File: src/rtl/mc_controller_if.sv
// Handshake and strobe bundle between the multi-cycle MIPS control FSM and its datapath.
// master: controller side (samples IR fields and mem_ready, drives every strobe).
// slave: datapath/memory side (drives IR fields and mem_ready, consumes strobes).
interface mc_controller_if;
  logic [5:0] opcode;
  logic [5:0] funct;
  logic       mem_ready;
  logic       PCWrite;
  logic       PCWriteCond;
  logic       IorD;
  logic       MemRead;
  logic       MemWrite;
  logic       IRWrite;
  logic       RegWrite;
  logic       RegDst;
  logic       MemtoReg;
  logic       ALUSrcA;
  logic [1:0] ALUSrcB;
  logic [1:0] PCSource;
  logic [2:0] ALUControl;
  logic       instr_done;
  logic       illegal;
  logic [3:0] state;

  modport master (
    input  opcode, funct, mem_ready,
    output PCWrite, PCWriteCond, IorD, MemRead, MemWrite, IRWrite, RegWrite,
           RegDst, MemtoReg, ALUSrcA, ALUSrcB, PCSource, ALUControl,
           instr_done, illegal, state
  );

  modport slave (
    output opcode, funct, mem_ready,
    input  PCWrite, PCWriteCond, IorD, MemRead, MemWrite, IRWrite, RegWrite,
           RegDst, MemtoReg, ALUSrcA, ALUSrcB, PCSource, ALUControl,
           instr_done, illegal, state
  );
endinterface

File: src/rtl/mc_controller.sv
// Moore control FSM sequencing the multi-cycle MIPS datapath (lw, sw, R-type, beq, addi, j).
// Ports: clk, reset (async, active-high), bus (mc_controller_if.master: IR fields, mem_ready, strobes, state).
// Strobes are registered from the next state; only mem_ready-qualified strobes and illegal are gated combinationally.
module mc_controller (
  input logic             clk,
  input logic             reset,
  mc_controller_if.master bus
);

  typedef enum logic [3:0] {
    S_RESET   = 4'd0,
    S_FETCH   = 4'd1,
    S_DECODE  = 4'd2,
    S_MEMADR  = 4'd3,
    S_MEMRD   = 4'd4,
    S_MEMWB   = 4'd5,
    S_MEMWR   = 4'd6,
    S_RTYPEEX = 4'd7,
    S_RTYPEWB = 4'd8,
    S_BEQEX   = 4'd9,
    S_ADDIEX  = 4'd10,
    S_ADDIWB  = 4'd11,
    S_JEX     = 4'd12
  } state_t;

  localparam logic [5:0] OP_R    = 6'b000000;
  localparam logic [5:0] OP_LW   = 6'b100011;
  localparam logic [5:0] OP_SW   = 6'b101011;
  localparam logic [5:0] OP_BEQ  = 6'b000100;
  localparam logic [5:0] OP_ADDI = 6'b001000;
  localparam logic [5:0] OP_J    = 6'b000010;

  localparam logic [2:0] ALU_ADD = 3'b000;
  localparam logic [2:0] ALU_SUB = 3'b001;
  localparam logic [2:0] ALU_AND = 3'b010;
  localparam logic [2:0] ALU_OR  = 3'b011;
  localparam logic [2:0] ALU_SLT = 3'b100;

  // Per-state control word. in_fetch/in_memwr/in_decode are markers that let
  // the mem_ready- and opcode-dependent strobes be formed without a state compare.
  typedef struct packed {
    logic       pc_write;
    logic       pc_write_cond;
    logic       iord;
    logic       mem_read;
    logic       mem_write;
    logic       reg_write;
    logic       reg_dst;
    logic       mem_to_reg;
    logic       alu_src_a;
    logic [1:0] alu_src_b;
    logic [1:0] pc_source;
    logic [2:0] alu_ctl;
    logic       done;
    logic       in_fetch;
    logic       in_decode;
    logic       in_memwr;
  } ctl_t;

  function automatic logic funct_ok(input logic [5:0] f);
    return (f == 6'b100000) || (f == 6'b100010) || (f == 6'b100100) ||
           (f == 6'b100101) || (f == 6'b101010);
  endfunction

  function automatic logic [2:0] funct_alu(input logic [5:0] f);
    logic [2:0] a;
    case (f)
      6'b100010: a = ALU_SUB;
      6'b100100: a = ALU_AND;
      6'b100101: a = ALU_OR;
      6'b101010: a = ALU_SLT;
      default:   a = ALU_ADD;
    endcase
    return a;
  endfunction

  function automatic ctl_t ctl_of(input state_t s, input logic [2:0] rt_alu);
    ctl_t c;
    c = '0;
    case (s)
      S_FETCH:   begin c.mem_read = 1'b1; c.alu_src_b = 2'b01; c.in_fetch = 1'b1; end
      // Branch target is computed speculatively into ALUOut here.
      S_DECODE:  begin c.alu_src_b = 2'b11; c.in_decode = 1'b1; end
      S_MEMADR:  begin c.alu_src_a = 1'b1; c.alu_src_b = 2'b10; end
      S_MEMRD:   begin c.iord = 1'b1; c.mem_read = 1'b1; end
      S_MEMWB:   begin c.mem_to_reg = 1'b1; c.reg_write = 1'b1; c.done = 1'b1; end
      S_MEMWR:   begin c.iord = 1'b1; c.mem_write = 1'b1; c.in_memwr = 1'b1; end
      S_RTYPEEX: begin c.alu_src_a = 1'b1; c.alu_ctl = rt_alu; end
      // ALU op held through writeback so the result stays stable while written.
      S_RTYPEWB: begin c.reg_dst = 1'b1; c.reg_write = 1'b1; c.done = 1'b1; c.alu_ctl = rt_alu; end
      S_BEQEX:   begin
        c.alu_src_a = 1'b1; c.alu_ctl = ALU_SUB; c.pc_write_cond = 1'b1;
        c.pc_source = 2'b01; c.done = 1'b1;
      end
      S_ADDIEX:  begin c.alu_src_a = 1'b1; c.alu_src_b = 2'b10; end
      S_ADDIWB:  begin c.reg_write = 1'b1; c.done = 1'b1; end
      S_JEX:     begin c.pc_write = 1'b1; c.pc_source = 2'b10; c.done = 1'b1; end
      default:   c = '0;
    endcase
    return c;
  endfunction

  state_t     r_state;
  ctl_t       r_ctl;
  state_t     w_next;
  logic       w_is_r;
  logic       w_is_lw;
  logic       w_is_sw;
  logic       w_legal;
  logic [2:0] w_rt_alu;

  assign w_is_r   = (bus.opcode == OP_R);
  assign w_is_lw  = (bus.opcode == OP_LW);
  assign w_is_sw  = (bus.opcode == OP_SW);
  assign w_rt_alu = funct_alu(bus.funct);
  assign w_legal  = w_is_lw || w_is_sw || (bus.opcode == OP_BEQ) ||
                    (bus.opcode == OP_ADDI) || (bus.opcode == OP_J) ||
                    (w_is_r && funct_ok(bus.funct));

  always_comb begin
    w_next = S_FETCH;
    case (r_state)
      S_RESET:   w_next = S_FETCH;
      S_FETCH:   w_next = bus.mem_ready ? S_DECODE : S_FETCH;
      S_DECODE: begin
        if (w_is_lw || w_is_sw)                       w_next = S_MEMADR;
        else if (w_is_r && funct_ok(bus.funct))       w_next = S_RTYPEEX;
        else if (bus.opcode == OP_BEQ)                w_next = S_BEQEX;
        else if (bus.opcode == OP_ADDI)               w_next = S_ADDIEX;
        else if (bus.opcode == OP_J)                  w_next = S_JEX;
        else                                          w_next = S_FETCH;
      end
      S_MEMADR:  w_next = w_is_lw ? S_MEMRD : (w_is_sw ? S_MEMWR : S_FETCH);
      S_MEMRD:   w_next = bus.mem_ready ? S_MEMWB : S_MEMRD;
      S_MEMWB:   w_next = S_FETCH;
      S_MEMWR:   w_next = bus.mem_ready ? S_FETCH : S_MEMWR;
      S_RTYPEEX: w_next = S_RTYPEWB;
      S_RTYPEWB: w_next = S_FETCH;
      S_BEQEX:   w_next = S_FETCH;
      S_ADDIEX:  w_next = S_ADDIWB;
      S_ADDIWB:  w_next = S_FETCH;
      S_JEX:     w_next = S_FETCH;
      default:   w_next = S_FETCH;
    endcase
  end

  // Control word is registered alongside the state it belongs to, so the
  // strobes come straight off flops. funct is stable when entering RTYPEEX.
  always_ff @(posedge clk or posedge reset) begin
    if (reset) begin
      r_state <= S_RESET;
      r_ctl   <= '0;
    end else begin
      r_state <= w_next;
      r_ctl   <= ctl_of(w_next, w_rt_alu);
    end
  end

  // Fetch commits PC/IR, and a store retires, only in the cycle memory completes.
  assign bus.PCWrite     = r_ctl.pc_write | (r_ctl.in_fetch & bus.mem_ready);
  assign bus.IRWrite     = r_ctl.in_fetch & bus.mem_ready;
  assign bus.instr_done  = r_ctl.done | (r_ctl.in_memwr & bus.mem_ready);
  assign bus.illegal     = r_ctl.in_decode & ~w_legal;
  assign bus.PCWriteCond = r_ctl.pc_write_cond;
  assign bus.IorD        = r_ctl.iord;
  assign bus.MemRead     = r_ctl.mem_read;
  assign bus.MemWrite    = r_ctl.mem_write;
  assign bus.RegWrite    = r_ctl.reg_write;
  assign bus.RegDst      = r_ctl.reg_dst;
  assign bus.MemtoReg    = r_ctl.mem_to_reg;
  assign bus.ALUSrcA     = r_ctl.alu_src_a;
  assign bus.ALUSrcB     = r_ctl.alu_src_b;
  assign bus.PCSource    = r_ctl.pc_source;
  assign bus.ALUControl  = r_ctl.alu_ctl;
  assign bus.state       = r_state;

endmodule
File: src/flat_wrapper.sv
// flat-port wrapper written by rule: the top's interface ports become plain ports
module mc_controller_flat 
  (clk, reset, bus_opcode, bus_funct, bus_mem_ready, bus_PCWrite, bus_PCWriteCond, bus_IorD, bus_MemRead, bus_MemWrite, bus_IRWrite, bus_RegWrite, bus_RegDst, bus_MemtoReg, bus_ALUSrcA, bus_ALUSrcB, bus_PCSource, bus_ALUControl, bus_instr_done, bus_illegal, bus_state);
  mc_controller_if bus_i ();
  input logic clk;
  input logic reset;
  input wire logic [$bits(bus_i.opcode)-1:0] bus_opcode;
  input wire logic [$bits(bus_i.funct)-1:0] bus_funct;
  input wire logic [$bits(bus_i.mem_ready)-1:0] bus_mem_ready;
  output wire logic [$bits(bus_i.PCWrite)-1:0] bus_PCWrite;
  output wire logic [$bits(bus_i.PCWriteCond)-1:0] bus_PCWriteCond;
  output wire logic [$bits(bus_i.IorD)-1:0] bus_IorD;
  output wire logic [$bits(bus_i.MemRead)-1:0] bus_MemRead;
  output wire logic [$bits(bus_i.MemWrite)-1:0] bus_MemWrite;
  output wire logic [$bits(bus_i.IRWrite)-1:0] bus_IRWrite;
  output wire logic [$bits(bus_i.RegWrite)-1:0] bus_RegWrite;
  output wire logic [$bits(bus_i.RegDst)-1:0] bus_RegDst;
  output wire logic [$bits(bus_i.MemtoReg)-1:0] bus_MemtoReg;
  output wire logic [$bits(bus_i.ALUSrcA)-1:0] bus_ALUSrcA;
  output wire logic [$bits(bus_i.ALUSrcB)-1:0] bus_ALUSrcB;
  output wire logic [$bits(bus_i.PCSource)-1:0] bus_PCSource;
  output wire logic [$bits(bus_i.ALUControl)-1:0] bus_ALUControl;
  output wire logic [$bits(bus_i.instr_done)-1:0] bus_instr_done;
  output wire logic [$bits(bus_i.illegal)-1:0] bus_illegal;
  output wire logic [$bits(bus_i.state)-1:0] bus_state;
  assign bus_i.opcode = bus_opcode;
  assign bus_i.funct = bus_funct;
  assign bus_i.mem_ready = bus_mem_ready;
  assign bus_PCWrite = bus_i.PCWrite;
  assign bus_PCWriteCond = bus_i.PCWriteCond;
  assign bus_IorD = bus_i.IorD;
  assign bus_MemRead = bus_i.MemRead;
  assign bus_MemWrite = bus_i.MemWrite;
  assign bus_IRWrite = bus_i.IRWrite;
  assign bus_RegWrite = bus_i.RegWrite;
  assign bus_RegDst = bus_i.RegDst;
  assign bus_MemtoReg = bus_i.MemtoReg;
  assign bus_ALUSrcA = bus_i.ALUSrcA;
  assign bus_ALUSrcB = bus_i.ALUSrcB;
  assign bus_PCSource = bus_i.PCSource;
  assign bus_ALUControl = bus_i.ALUControl;
  assign bus_instr_done = bus_i.instr_done;
  assign bus_illegal = bus_i.illegal;
  assign bus_state = bus_i.state;
  mc_controller u_core (.clk(clk), .reset(reset), .bus(bus_i));
endmodule
File: config.mk
export PLATFORM = sky130hd
export DESIGN_NAME = mc_controller_flat
export DESIGN_NICKNAME = d
export VERILOG_FILES = /design/src/rtl/mc_controller_if.sv /design/src/rtl/mc_controller.sv /design/src/flat_wrapper.sv
export SDC_FILE = /design/constraint.sdc
export NUM_CORES = 1
export LEC_CHECK = 0
export ABC_AREA = 1
export CAP_MARGIN = 20
export CORE_MARGIN = 2
export CORE_UTILIZATION = 50
export DETAILED_ROUTE_END_ITERATION = 7
export PLACE_DENSITY_LB_ADDON = 0.25
export SKIP_CTS_REPAIR_TIMING = 1
export SLEW_MARGIN = 10
export SYNTH_ARGS = -nofsm -noshare
export SYNTH_HDL_FRONTEND = slang
export SYNTH_SLANG_ARGS = --single-unit
File: constraint.sdc
create_clock -name clk -period 2.3 [get_ports clk]
set_clock_uncertainty 0.1 [all_clocks]
set_input_delay 0.345 -clock clk [delete_from_list [all_inputs] [get_ports clk]]
set_output_delay 0.345 -clock clk [all_outputs]
set_load 0.02 [all_outputs]
# --- Word-level counts from Yosys, hierarchy flattened ---
# Cells that the tools add are included.
totals:
  reg_bits: 23
  out_inout_bits: 23
classes:
  eq_ne: 29
  n_reduce_logical: 18
  n_mux: 27
  n_bitwise: 6
op_table:
  columns: ["op", "n"]
  rows:
  - ["$eq A6 B6 Y1 const B", 7]
  - ["$eq A4 B3 Y1 const B", 7]
  - ["$pmux W4 S7", 1]
  - ["$eq A4 B4 Y1 const B", 6]
  - ["$mux W4", 6]
  - ["$eq A4 B2 Y1 const B", 4]
  - ["$mux W1", 13]
  - ["$pmux W3 S4", 1]
  - ["$logic_or A1 B1 Y1", 9]
  - ["$eq A4 B1 Y1 const B", 2]
  - ["$reduce_or A2 Y1", 4]
  - ["$eq A6 B2 Y1 const B", 1]
  - ["$eq A6 B3 Y1 const B", 1]
  - ["$eq A6 B4 Y1 const B", 1]
  - ["$logic_not A6 Y1", 1]
  - ["$mux W3", 2]
  - ["$pmux W2 S3", 1]
  - ["$pmux W3 S2", 1]
  - ["$reduce_or A5 Y1", 1]
  - ["$pmux W2 S2", 1]
  - ["$reduce_or A4 Y1", 1]
  - ["$and A1 B1 Y1", 3]
  - ["$reduce_or A3 Y1", 1]
  - ["$mux W2", 1]
  - ["other kinds (3)", 4]

# --- Longest topological paths before layout ---
logic_depth:
  depth_word: 12
  depth_mapped: 13
  mapped_depth_nobuf: 13

# --- Worst setup path after synthesis ---
# No wires, ideal clock.
synth_timing:
  path_type: "input port to output port"
  start: "input port bus_funct[2]"
  end: "output port bus_illegal"
  required_time_ns: 1.855
  t_arrival_ns: 1.252
  slack_ns: 0.603
  stages: 7
  cell_sequence: "inv_1 nor2_1 nand3_1 nand2_1 nand2_1 nand3_1 nor3b_1"
synth_between:
  elab_chain_len: 9
  word_cells_on_any_way: 13
  cone_classes: "5 x eq/ne; 2 x bitwise; 6 x reduce/logical"
synth_lines:
  columns: ["item", "line", "text"]
  rows:
  - ["from (decl)", "flat_wrapper.sv:8", "input wire logic [$bits(bus_i.funct)-1:0] bus_funct;"]
  - ["$eq A6 B6 Y1", "mc_controller.sv:61", "return (f == 6'b100000) || (f == 6'b100010) || (f == 6'b100100) ||"]
  - ["$logic_or A1 B1 Y1 (3 in a row)", "mc_controller.sv:61", null]
  - ["$logic_or A1 B1 Y1 *", "mc_controller.sv:62", "(f == 6'b100101) || (f == 6'b101010);"]
  - ["$logic_and A1 B1 Y1 *", "mc_controller.sv:118", "(w_is_r && funct_ok(bus.funct));"]
  - ["$logic_or A1 B1 Y1 *", "mc_controller.sv:117", "(bus.opcode == OP_ADDI) || (bus.opcode == OP_J) ||"]
  - ["$not A1 Y1 *", "mc_controller.sv:163", "assign bus.illegal = r_ctl.in_decode & ~w_legal;"]
  - ["$and A1 B1 Y1 *", "mc_controller.sv:163", null]
  - ["to (decl)", "flat_wrapper.sv:24", "output wire logic [$bits(bus_i.illegal)-1:0] bus_illegal;"]
# Every way passes the cells marked *; elsewhere a longest branch is shown, timed or not.

# --- Worst setup path after layout ---
layout_timing:
  start: "input port bus_funct[3]"
  end: "output port bus_illegal"
# Same word-level chain as after synthesis.

==> Implementation_results.wiki <==
{| class="wikitable"
! Metric !! Value
|-
| Number of distinct standard cells referenced by the synthesized netlist || 25
|-
| Post-synth EDFFs || 0
|-
| Portion of synthesized cell area occupied by the leading cell type || 43.3%
|-
| RSZ-0062 raised after global routing || false
|-
| Share of total power in sequential cells || 37.6%
|-
| ANT nets after route || 0
|-
| Synthesis-stage register bit count || 22
|-
| Met1 layer wirelength in the final routing || 1000 microns
|-
| Hold/Removal Path Class || input pin to asynchronous set/reset pin
|-
| Fraction of registers with async set or reset after synthesis || 100%
|-
| Number of port buffers || 37
|-
| Detail-routed net length per standard cell || 10.8 microns
|-
| HPWL after DPL || 2190 microns
|-
| Post-place setup slack || -267 ps
|-
| Final Max Slew Viols || 0
|-
| Synth Instances || 166
|-
| Compound-Gate Fraction of Synth Area || 4.52%
|-
| Total gr overflow || 0
|-
| Via-per-instance ratio || 4.87
|-
| Clock net sink count || 22
|-
| Sequential area share after synthesis || 43.3%
|-
| Clock power frac || 23.6%
|-
| Pwr/cell area || 701 nW/um^2
|-
| Leading cell types by total area after synthesis || sky130_fd_sc_hd__dfrtp_1, sky130_fd_sc_hd__nand2_1, sky130_fd_sc_hd__inv_1
|-
| Critical path startpoint category || input pin
|-
| Outcome || complete, no violations
|-
| Pin count of the biggest net entering global routing || 23
|-
| Dpl cells || 242
|-
| GRT Overall Usage || 20.5%
|-
| Final hold violation count || 0
|-
| Worst-Skew Late Latency || 320 ps
|-
| Initial Util || 51.8%
|-
| Share of total power consumed by net switching || 34.7%
|-
| Residual DRC || 0
|-
| Final worst setup slack || 131 ps
|-
| Fraction of the mapped netlist area in simple logic gates || 38.6%
|-
| CTS H-tree depth || 1
|-
| Maximum root-to-sink buffer count || 2
|-
| Fin area || 1810 sq um
|-
| Net count, final || 232
|-
| Post-CTS clock slew at the launch and capture registers of the worst setup and hold paths || 120 ps
|-
| Worst hold slack || 239 ps
|-
| Maxcap violations || 0
|-
| Number of global-route vias before repair || 1138
|-
| Die outline area || 2960 sq um
|-
| Detailed-routing iteration count for the pre-antenna-repair pass || 4
|-
| Metal2 WL || 1500 microns
|-
| CTS buffer count || 3
|-
| Clock tree from TritonCTS || done
|-
| Antenna diodes || 0
|-
| Tightest slew margin relative to the limit || 78.3%
|-
| Horizontal die dimension || 54.4 microns
|-
| Data arrival time of the critical path || 1720 ps
|-
| Count of warnings emitted by yosys || 0
|-
| Setup slack of the worst register-to-register path || 510 ps
|-
| DRC marker count from the first detailed-route iteration || 18
|-
| Cell Int Power || 827 uW
|-
| Antenna violations before repair || 0
|-
| Power dissipated by switching net loads || 440 uW
|-
| Proportion of synthesized area in mux cells || 0%
|-
| Area Overhead vs Synth || 42.0%
|-
| Final GP Congestion || 0.795
|-
| Worst reg2reg endpoint || u_core.bus.MemRead
|-
| Commonest register cell after synthesis || sky130_fd_sc_hd__dfrtp_1
|-
| Core area || 2450 sq um
|-
| Largest fanout of any net on the critical path || 3
|-
| Critical path start-end classification || input pin to output port
|-
| Height of the die || 54.4 microns
|-
| Combinational Power Share || 38.8%
|-
| Element type at the critical path end || output port
|-
| Final critical-path required period || 2170 ps
|-
| Adder-Cell Fraction of Synth Area || 0%
|-
| Overall routed net length || 2670 microns
|-
| Count of endpoints failing setup in the final report || 0
|-
| Largest family of logic cells by synthesized area || simple AND/OR/NAND/NOR gates
|-
| Cell at the root of the clock tree || sky130_fd_sc_hd__clkbuf_4
|-
| Fraction of final layout cells sized beyond drive strength 1 || 21.3%
|-
| Routed vias || 1199
|-
| Number of cell instances on the worst register-to-register path || 9
|-
| Synthesized cell area || 1270 sq um
|-
| Leakage power of the design || 1.04 nW
|-
| XOR/XNOR Fraction of Synth Area || 0%
|-
| Highest metal used || met4
|-
| First-pass GRT wire length || 4370 microns
|-
| Maximum vdd ir drop || 495 uV
|-
| Measured slew at the worst slew-check pin || 323 ps
|-
| Floorplan row count || 18
|-
| Net count of the mapped netlist || 181
|-
| Library cell with the largest summed area after synthesis || sky130_fd_sc_hd__dfrtp_1
|-
| Number of cells in the finished layout apart from fillers || 246
|-
| I/O pins || 38
|-
| Placed instance area || 1750 sq um
|-
| Average footprint of a synthesized cell || 7.67 sq um
|-
| Critical R2R Launch || u_core.bus.state[2]
|-
| Required time reported for the critical path endpoint || 1860 ps
|-
| Highest clock frequency the design can meet || 0.461 GHz
|-
| Met3 Routed Length || 143 microns
|-
| Fraction of the cycle the final worst path needs || 94.3%
|}
## worst max path at each step
stage	startpoint	endpoint	slack, ps	cells after the start
4_1_cts	bus_funct[3]	bus_illegal	-290	8
2_1_floorplan	bus_funct[2]	bus_illegal	600	7
6_report	bus_funct[3]	bus_illegal	130	8
3_3_place_gp	bus_funct[3]	bus_illegal	-190	8
5_1_grt	bus_funct[3]	bus_illegal	2	8
3_5_place_dp	bus_funct[3]	bus_illegal	-270	8
## per-stage QoR
step	total power [mW]	utilization (%)	setup TNS, ps
6_report	1.27	73.6	0
5_1_grt	1.34	73.6	0
4_1_cts	1.27	73.5	-290
3_5_place_dp	0.976	71.4	-267
3_3_place_gp	0.962	71.4	-194
2_1_floorplan	0.803	-	0
## power groups by stage
stage	logic, mW	clock network [mW]	registers, mW
detailed placement	0.491	0	0.485
floorplan	0.293	0	0.510
global route	0.540	0.315	0.484
global placement	0.480	0	0.482
finish	0.491	0.299	0.476
CTS	0.495	0.297	0.477
## critical path: stages
cell and delay (ps):
sky130_fd_sc_hd__clkdlybuf4s50_1 510, sky130_fd_sc_hd__inv_1 60, sky130_fd_sc_hd__o211ai_1 150, sky130_fd_sc_hd__nand2_1 70
sky130_fd_sc_hd__nand2_1 80, sky130_fd_sc_hd__nand3_1 70, sky130_fd_sc_hd__nor3b_1 180, sky130_fd_sc_hd__dlymetal6s2s_1 250
## flip-flops by register name (all words and copies together), names as in the netlist
name	count
u_core.bus.ALUControl	3
u_core.bus.ALUSrcA	1
u_core.bus.ALUSrcB	2
u_core.bus.IorD	1
u_core.bus.MemRead	1
u_core.bus.MemWrite	1
u_core.bus.MemtoReg	1
u_core.bus.PCSource	2
u_core.bus.PCWriteCond	1
u_core.bus.RegDst	1
u_core.bus.RegWrite	1
u_core.bus.state	4
u_core.r_ctl	3
## routing by layer
layer  global-route usage (%)  vias to the layer above
li1                         -                      607
met1                     20.6                      548
met2                     41.4                       42
met3                     3.83                        2
met4                     6.25                        0
met5                        0                        -
## area by class of cell
cell class                 instances  area [sq um]
sequential                        22           551
clock inverter                     1          30.0
clock buffer                       3          22.5
inverter                          31           116
tap                               30          37.5
multi-input combinational        105           549
fill                             194           648
timing repair buffer              54           500
## synthesized netlist by cell type (2+ instances only)
master                    count
sky130_fd_sc_hd__nand2_1     38
sky130_fd_sc_hd__inv_1       29
sky130_fd_sc_hd__dfrtp_1     22
sky130_fd_sc_hd__nor2_1      17
sky130_fd_sc_hd__nand3_1      9
sky130_fd_sc_hd__buf_4        7
sky130_fd_sc_hd__nand4_1      6
sky130_fd_sc_hd__nor2_2       6
sky130_fd_sc_hd__nand2_2      5
sky130_fd_sc_hd__nor2_4       5
sky130_fd_sc_hd__a21oi_1      4
sky130_fd_sc_hd__a21oi_2      2
sky130_fd_sc_hd__inv_2        2
sky130_fd_sc_hd__nand3_2      2
sky130_fd_sc_hd__nor3_1       2
## layout by cell type (no fill, tap or decap)
cell type,n
sky130_fd_sc_hd__nand2_1,38
sky130_fd_sc_hd__clkdlybuf4s50_1,36
sky130_fd_sc_hd__inv_1,29
sky130_fd_sc_hd__dfrtp_1,22
sky130_fd_sc_hd__nor2_1,17
sky130_fd_sc_hd__buf_4,17
sky130_fd_sc_hd__nand3_1,9
sky130_fd_sc_hd__nand4_1,6
sky130_fd_sc_hd__nor2_2,6
sky130_fd_sc_hd__nor2_4,5
sky130_fd_sc_hd__nand2_2,5
sky130_fd_sc_hd__a21oi_1,4
sky130_fd_sc_hd__clkbuf_4,3
sky130_fd_sc_hd__inv_2,2
sky130_fd_sc_hd__nand3_2,2
sky130_fd_sc_hd__nor3_1,2
sky130_fd_sc_hd__a21oi_2,2
sky130_fd_sc_hd__nand2_4,1
sky130_fd_sc_hd__o211ai_1,1
sky130_fd_sc_hd__and3_1,1
sky130_fd_sc_hd__and2_1,1
sky130_fd_sc_hd__o21ai_1,1
sky130_fd_sc_hd__nor3_2,1
sky130_fd_sc_hd__or2_2,1
sky130_fd_sc_hd__a21o_1,1
sky130_fd_sc_hd__nor3b_1,1
sky130_fd_sc_hd__bufinv_16,1
sky130_fd_sc_hd__dlymetal6s2s_1,1
## cells by family (layout without fill, tap and decap cells)
kind of cell           Yosys count  count (layout)
buffers and inverters           39              89
DFF                             22              22
and+or+nand+nor                 96              96
AOI/OAI and AO/OA                9               9
(Power assumes the default switching activity.)
